## config.mk

```make
export PLATFORM = sky130hd
export DESIGN_NAME = score_digit_encoder
export DESIGN_NICKNAME = d
export VERILOG_FILES = /design/src/rtl/score_digit_encoder.sv
export SDC_FILE = /design/constraint.sdc
export NUM_CORES = 1
export LEC_CHECK = 0
export CORE_MARGIN = 4
export CORE_UTILIZATION = 45
export DETAILED_ROUTE_END_ITERATION = 8
export GPL_TIMING_DRIVEN = 1
export PLACE_DENSITY = 0.78
export SLEW_MARGIN = 20
export SYNTH_ARGS = -nofsm -noshare
export SYNTH_HDL_FRONTEND = slang
export SYNTH_SLANG_ARGS = --single-unit
```

## constraint.sdc

```tcl
create_clock -name Clk -period 2 [get_ports Clk]
set_input_delay 0.5 -clock Clk [delete_from_list [all_inputs] [get_ports Clk]]
set_output_delay 0.5 -clock Clk [all_outputs]
set_load 0.02 [all_outputs]
```

## src/rtl/score_digit_encoder.sv

```systemverilog
// Binary-to-ASCII score digit encoder using sequential double dabble.
// Produces four ASCII digits plus font ROM row-0 addresses, saturating at 9999.
module score_digit_encoder (
    input  logic        Clk,
    input  logic        Reset,
    input  logic        start,
    input  logic [15:0] value,
    output logic        busy,
    output logic        done,
    output logic        overflow,
    output logic [7:0]  digit3,
    output logic [7:0]  digit2,
    output logic [7:0]  digit1,
    output logic [7:0]  digit0,
    output logic [10:0] digit_addr3,
    output logic [10:0] digit_addr2,
    output logic [10:0] digit_addr1,
    output logic [10:0] digit_addr0
);

    typedef enum logic [1:0] {
        IDLE  = 2'd0,
        SHIFT = 2'd1,
        DONE  = 2'd2
    } state_t;

    state_t state_q, state_d;

    logic [15:0] bin_q, bin_d;
    logic [19:0] bcd_q, bcd_d;
    logic [4:0]  cnt_q, cnt_d;
    logic        done_q, done_d;
    logic        ovf_q, ovf_d;
    logic [7:0]  digit_q [4];
    logic [7:0]  digit_d [4];
    logic [10:0] addr_q  [4];
    logic [10:0] addr_d  [4];

    logic [19:0] bcd_adj;
    logic [35:0] sh;
    logic        ovf_now;
    logic [3:0]  nib [4];

    // State register
    always_ff @(posedge Clk) begin
        if (Reset) begin
            state_q <= IDLE;
        end else begin
            state_q <= state_d;
        end
    end

    // Next-state logic
    always_comb begin
        state_d = state_q;
        unique case (state_q)
            IDLE: begin
                if (start) begin
                    state_d = SHIFT;
                end
            end
            SHIFT: begin
                if (cnt_q == 5'd15) begin
                    state_d = DONE;
                end
            end
            DONE: begin
                state_d = IDLE;
            end
            default: begin
                state_d = IDLE;
            end
        endcase
    end

    // Output logic
    always_comb begin
        busy        = (state_q != IDLE);
        done        = done_q;
        overflow    = ovf_q;
        digit3      = digit_q[3];
        digit2      = digit_q[2];
        digit1      = digit_q[1];
        digit0      = digit_q[0];
        digit_addr3 = addr_q[3];
        digit_addr2 = addr_q[2];
        digit_addr1 = addr_q[1];
        digit_addr0 = addr_q[0];
    end

    // Add-3 correction on every BCD nibble, then one combined left shift
    always_comb begin
        bcd_adj = '0;
        for (int i = 0; i < 5; i++) begin
            bcd_adj[4*i +: 4] = bcd_q[4*i +: 4]
                + ((bcd_q[4*i +: 4] >= 4'd5) ? 4'd3 : 4'd0);
        end
        sh = {bcd_adj, bin_q} << 1;
    end

    // Final digit selection, saturating to 9999 above four digits
    always_comb begin
        ovf_now = (bcd_q[19:16] != 4'd0);
        for (int i = 0; i < 4; i++) begin
            nib[i] = ovf_now ? 4'd9 : bcd_q[4*i +: 4];
        end
    end

    // Datapath next-state
    always_comb begin
        bin_d  = bin_q;
        bcd_d  = bcd_q;
        cnt_d  = cnt_q;
        done_d = 1'b0;
        ovf_d  = ovf_q;
        for (int i = 0; i < 4; i++) begin
            digit_d[i] = digit_q[i];
            addr_d[i]  = addr_q[i];
        end
        unique case (state_q)
            IDLE: begin
                if (start) begin
                    bin_d = value;
                    bcd_d = '0;
                    cnt_d = '0;
                end
            end
            SHIFT: begin
                bcd_d = sh[35:16];
                bin_d = sh[15:0];
                cnt_d = cnt_q + 5'd1;
            end
            DONE: begin
                done_d = 1'b1;
                ovf_d  = ovf_now;
                for (int i = 0; i < 4; i++) begin
                    digit_d[i] = 8'h30 + {4'h0, nib[i]};
                    addr_d[i]  = {3'b011, nib[i], 4'b0000};
                end
            end
            default: begin
            end
        endcase
    end

    // Datapath registers
    always_ff @(posedge Clk) begin
        if (Reset) begin
            bin_q  <= '0;
            bcd_q  <= '0;
            cnt_q  <= '0;
            done_q <= 1'b0;
            ovf_q  <= 1'b0;
            for (int i = 0; i < 4; i++) begin
                digit_q[i] <= 8'h30;
                addr_q[i]  <= 11'h300;
            end
        end else begin
            bin_q  <= bin_d;
            bcd_q  <= bcd_d;
            cnt_q  <= cnt_d;
            done_q <= done_d;
            ovf_q  <= ovf_d;
            for (int i = 0; i < 4; i++) begin
                digit_q[i] <= digit_d[i];
                addr_q[i]  <= addr_d[i];
            end
        end
    end

endmodule
```

### Word-level counts from Yosys, hierarchy flattened

Memory sizes are Yosys's and may differ from the RTL's.
Index checks and enable logic that the tools add are counted.

| word-level totals | value |
|---|---|
| memories kept | 2 |
| logic and storage cells | 74 |
| RAM bits | 76 |
| register bits after elaboration | 45 |

Memory list:

| name | depth | width | rd ports | clocked after Yosys merged registers in | write ports | RTL line | source |
|---|---|---|---|---|---|---|---|
| addr_q | 4 | 11 | 4 | 0 | 4 | 36 | `logic [10:0] addr_q [4];` |
| digit_q | 4 | 8 | 4 | 0 | 4 | 34 | `logic [7:0] digit_q [4];` |

| operators by class | value |
|---|---|
| eq/ne operators | 5 |
| multiplexer cells | 32 |
| $add $sub $neg | 10 |
| reductions and logical operators | 6 |
| bitwise operators | 8 |
| $lt $le $gt $ge | 5 |

Operators by type and width:

| operator | count |
|---|---|
| $mux 11 | 4 |
| $mux 44 | 1 |
| $pmux 20 s2 | 1 |
| $mux 32 | 1 |
| $mux 8 | 4 |
| $pmux 16 s2 | 1 |
| $add 6x4->7 const A | 4 |
| $ge 4x3->1 const B | 5 |
| $mux 20 | 1 |
| $add 4x2->4 | 4 |
| $mux 16 | 1 |
| $mux 4 | 4 |
| $mux 2 | 7 |
| $pmux 5 s2 | 1 |
| $or 1x1->1 | 8 |
| $add 5x1->5 const B | 1 |
| $eq 5x4->1 const B | 1 |
| $mux 5 | 1 |
| $mux 1 | 4 |
| $ne 2x2->1 const B | 2 |
| $pmux 2 s2 | 1 |
| $reduce_and 2->1 | 2 |
| $reduce_bool 2->1 | 2 |
| $reduce_bool 4->1 | 1 |
| other kinds (4) | 4 |

### Depth between registers and ports, before layout

| logic depth | value |
|---|---|
| word-level depth | 5 |
| gate-level depth with buffers | 8 |
| gate-level depth less buffers | 8 |

### Least setup slack after synthesis

No wires, ideal clock.

| timing path | value |
|---|---|
| path kind | register to register |
| from | register bcd_q[13] |
| to | register bcd_q[15] |
| stages on the path, launching flop included | 8 |
| arrival | 1.529 ns |
| path buffers | 0 |
| path slack | 0.343 ns |
| setup time | 0.128 ns |
| data required time | 1.872 ns |
| cells stage by stage | dfxtp_1 -> o21ai_0 -> nand2b_1 -> ha_1 -> fa_1 -> xor2_1 -> a22oi_1 -> nor2_1 |

| on the way | value |
|---|---|
| cells in the longest elaborated chain, start to end | 4 |

RTL lines:

| element | RTL line | source |
|---|---|---|
| from (decl) | 30 | `logic [19:0] bcd_q, bcd_d;` |
| from (signal assigned) | 150 | `bcd_q <= '0;` |
| from (signal assigned) | 160 | `bcd_q <= bcd_d;` |
| $ge 4x3->1 | 96 | `+ ((bcd_q[4*i +: 4] >= 4'd5) ? 4'd3 : 4'd0);` |
| $mux 2 | 96 |  |
| $add 4x2->4 (*) | 96 |  |
| $pmux 20 s2 (*) | 120 | `unique case (state_q)` |

Mark *: on every way between the ends. The rest lies on a longest branch, timed or not.
A chain may end at the register's enable or synchronous reset.

==> impl_metrics.env <==
export IMPL_yosys_area_top_type="dfxtp_1"
export IMPL_path_buf_inv=1
export IMPL_clock_latency_ns=0.33
export IMPL_die_y_um=92.7
export IMPL_path_cells="clkdlybuf4s50_1"
export IMPL_h_tree_depth=3
export IMPL_arrival_ns=1.32
export IMPL_switching_share=0.246
export IMPL_clockRootBuffer="clkbuf_8"
export IMPL_synth_top_cell_area_share=0.379
export IMPL_drc=0
export IMPL_grt_pass1_wl_um=11000
export IMPL_rsz0062_at_grt="false"
export IMPL_synth_common_cells="buf_4, dfxtp_1, nand2_1"
export IMPL_syn_area_um2=3230
export IMPL_fin_worst_skew_ns=0.00776
export IMPL_status="finished clean"
export IMPL_irDropWorstVdd_v=0.000324
export IMPL_yosysSeqAreaShare=0.379
export IMPL_yosys_warnings=0
export IMPL_power_density_nw_per_um2=737
export IMPL_fin_nets=419
export IMPL_synth_area_per_cell_um2=9.54
export IMPL_p_switching_mw=0.701
export IMPL_setup_viol=0
export IMPL_final_layout_size_suffix_gt1_frac=0.123
export IMPL_yosysMostFrequentCell="buf_4"
export IMPL_place_area_um2=3640
export IMPL_drv_slew=0
export IMPL_seqPwrFrac=0.448
export IMPL_hp_class="reg -> reg"
export IMPL_p_leak_nw=1.65
export IMPL_synthArstFlopShare=0
export IMPL_hold_viol_final=0
export IMPL_fin_crit_sh=0.910
export IMPL_dp_hpwl_um=5000
export IMPL_wl_met2_um=3290
export IMPL_ys_flop_type="dfxtp_1"
export IMPL_fmax_ghz=0.549
export IMPL_grt_ovfl_total=0
export IMPL_cts_tree="done"
export IMPL_ys_types=42
export IMPL_p_int_mw=2.15
export IMPL_placementRows=30
export IMPL_cts_buffers=9
export IMPL_postRouteAntennaNets=0
export IMPL_met1_length_um=2870
export IMPL_die_area_um2=8590
export IMPL_vias=2414
export IMPL_critPathKind="reg -> out"
export IMPL_slowest_delay_ns=0.62
export IMPL_portBuffers=53
export IMPL_dp_slack_ns=0.0207
export IMPL_combPwrFrac=0.118
export IMPL_core_area_um2=6870
export IMPL_min_period_ns=1.82
export IMPL_viasPerCell=4.98
export IMPL_first_pass_iters=4
export IMPL_clockBufferDepth=2
export IMPL_grt_pass1_vias=2307
export IMPL_numClockSinks=61
export IMPL_critPathRequiredTime_ns=1.50
export IMPL_final_util=0.563
export IMPL_area_delta_synth_final_pct=19.9
export IMPL_synth_edf_count=0
export IMPL_netlist_instances=338
export IMPL_synthTopCellsByArea="dfxtp_1, buf_4, ha_1"
export IMPL_critPathMaxFanout=3
export IMPL_ctsHoldBuffers=0
export IMPL_cp_end_kind="output port"
export IMPL_antenna_found_initial=0
export IMPL_fin_ws_ns=0.179
export IMPL_diodes=0
export IMPL_fin_cells=485
export IMPL_routedWlPerCell_um=14.0
export IMPL_drt_initial_drc_count=119
export IMPL_final_area_um2=3870
export IMPL_gp_congestion=0.819
export IMPL_cap_violations=0
export IMPL_startpoint_type="register"
export IMPL_dr_wl_met3_um=494
export IMPL_ios=98
export IMPL_setup_tns_final_ns=0
export IMPL_grt_start_max_net_pins=24
export IMPL_clk_pin_slew_worst_paths_ns=0.07
export IMPL_pwr_share_clk=0.434
export IMPL_ys_ff_latch=61
export IMPL_die_w_um=92.7
export IMPL_initial_core_util=0.470
export IMPL_dpl_cell_count=469
export IMPL_grt_usage=0.160
export IMPL_wl_um=6790
export IMPL_critPathSlowestCell="clkdlybuf4s50_1"
export IMPL_top_layer_used="met4"
export IMPL_cp_top_family="buffers and inverters"
==> final timing paths <==
path / from / endpoint / slack [ns] / depth (start not counted)
setup reg to reg: bcd_q[10] / bcd_q[11] / 0.19 / 8
hold reg to reg: bin_q[2] / bin_q[2] / 0.45 / 2
setup / recovery: digit_q[2][2] / digit_addr2[6] / 0.18 / 1
hold / removal: bin_q[2] / bin_q[2] / 0.45 / 2
==> sequential cells by signal, summed over array words and instances, names as in the netlist <==
register and flops:
bcd_q 20, bin_q 16, digit_q 12, cnt_q 5, addr_q 4, state_q 2, done 1, overflow 1
==> final cells by class <==
class                      instances  area [um^2]
clock inverter                     4         70.1
inverter                           9         33.8
tap                               96          120
clock buffer                      12          155
multi-input combinational        231         1580
timing repair buffer              72          684
fill                             621         3000
sequential                        61         1220
==> power groups by stage <==
stage / clock network [mW] / registers (mW) / logic [mW]
after global placement: 0 / 1.30 / 0.329
after global routing: 1.32 / 1.28 / 0.365
after CTS: 1.25 / 1.28 / 0.333
final: 1.24 / 1.28 / 0.337
after detailed placement: 0 / 1.30 / 0.334
after floorplan: 0 / 1.30 / 0.295
==> layout by cell type, fill, tap and decap left out, drive strengths merged, types with 5 or more instances in the layout <==
| cell | instances |
|---|---|
| dfxtp | 61 |
| clkdlybuf4s50 | 52 |
| conb | 44 |
| nand2 | 21 |
| buf | 19 |
| a21oi | 17 |
| nor2 | 16 |
| o221a | 15 |
| nand3 | 13 |
| clkbuf | 12 |
| a22oi | 11 |
| a22o | 11 |
| ha | 11 |
| o21ai | 10 |
| inv | 9 |
| nor2b | 8 |
| nand2b | 6 |
| fa | 5 |
| and2 | 5 |
==> metal layers <==
layer | global-route usage | up-vias
met1 | 0.192 | 1136
met4 | 0.0659 | 0
li1 | - | 1175
met2 | 0.265 | 90
met5 | 0 | -
met3 | 0.0487 | 13
==> cells by family after synthesis <==
family	Yosys count	share of synthesized area
AO/OA/AOI/OAI	81	0.194
adder cells (fa/ha/maj)	16	0.0737
AND/OR/NAND/NOR	82	0.149
other	2	0.00233
multiplexers	3	0.00931
flip-flops	61	0.379
XOR/XNOR	5	0.0136
buffers and inverters	88	0.180
==> timing repair <==
action | in CTS | in global routing
gates resized for setup | 1 | 0
setup endpoints to repair | 1 | 0
buffers inserted | 0 | 0
==> per-stage QoR <==
stage          hold slack (ns)  power (mW)
2_1_floorplan            0.430        1.59
3_3_place_gp             0.440        1.63
3_5_place_dp             0.447        1.64
4_1_cts                  0.458        2.86
5_1_grt                  0.492        2.96
6_report                 0.454        2.85
==> tightest hold or removal path, cell delays in order (launching register included) <==
cell     delay (ns)
dfxtp_1        0.31
nand3_1        0.06
nand2_1        0.04
No activity file was read; power rests on OpenSTA's default activity.
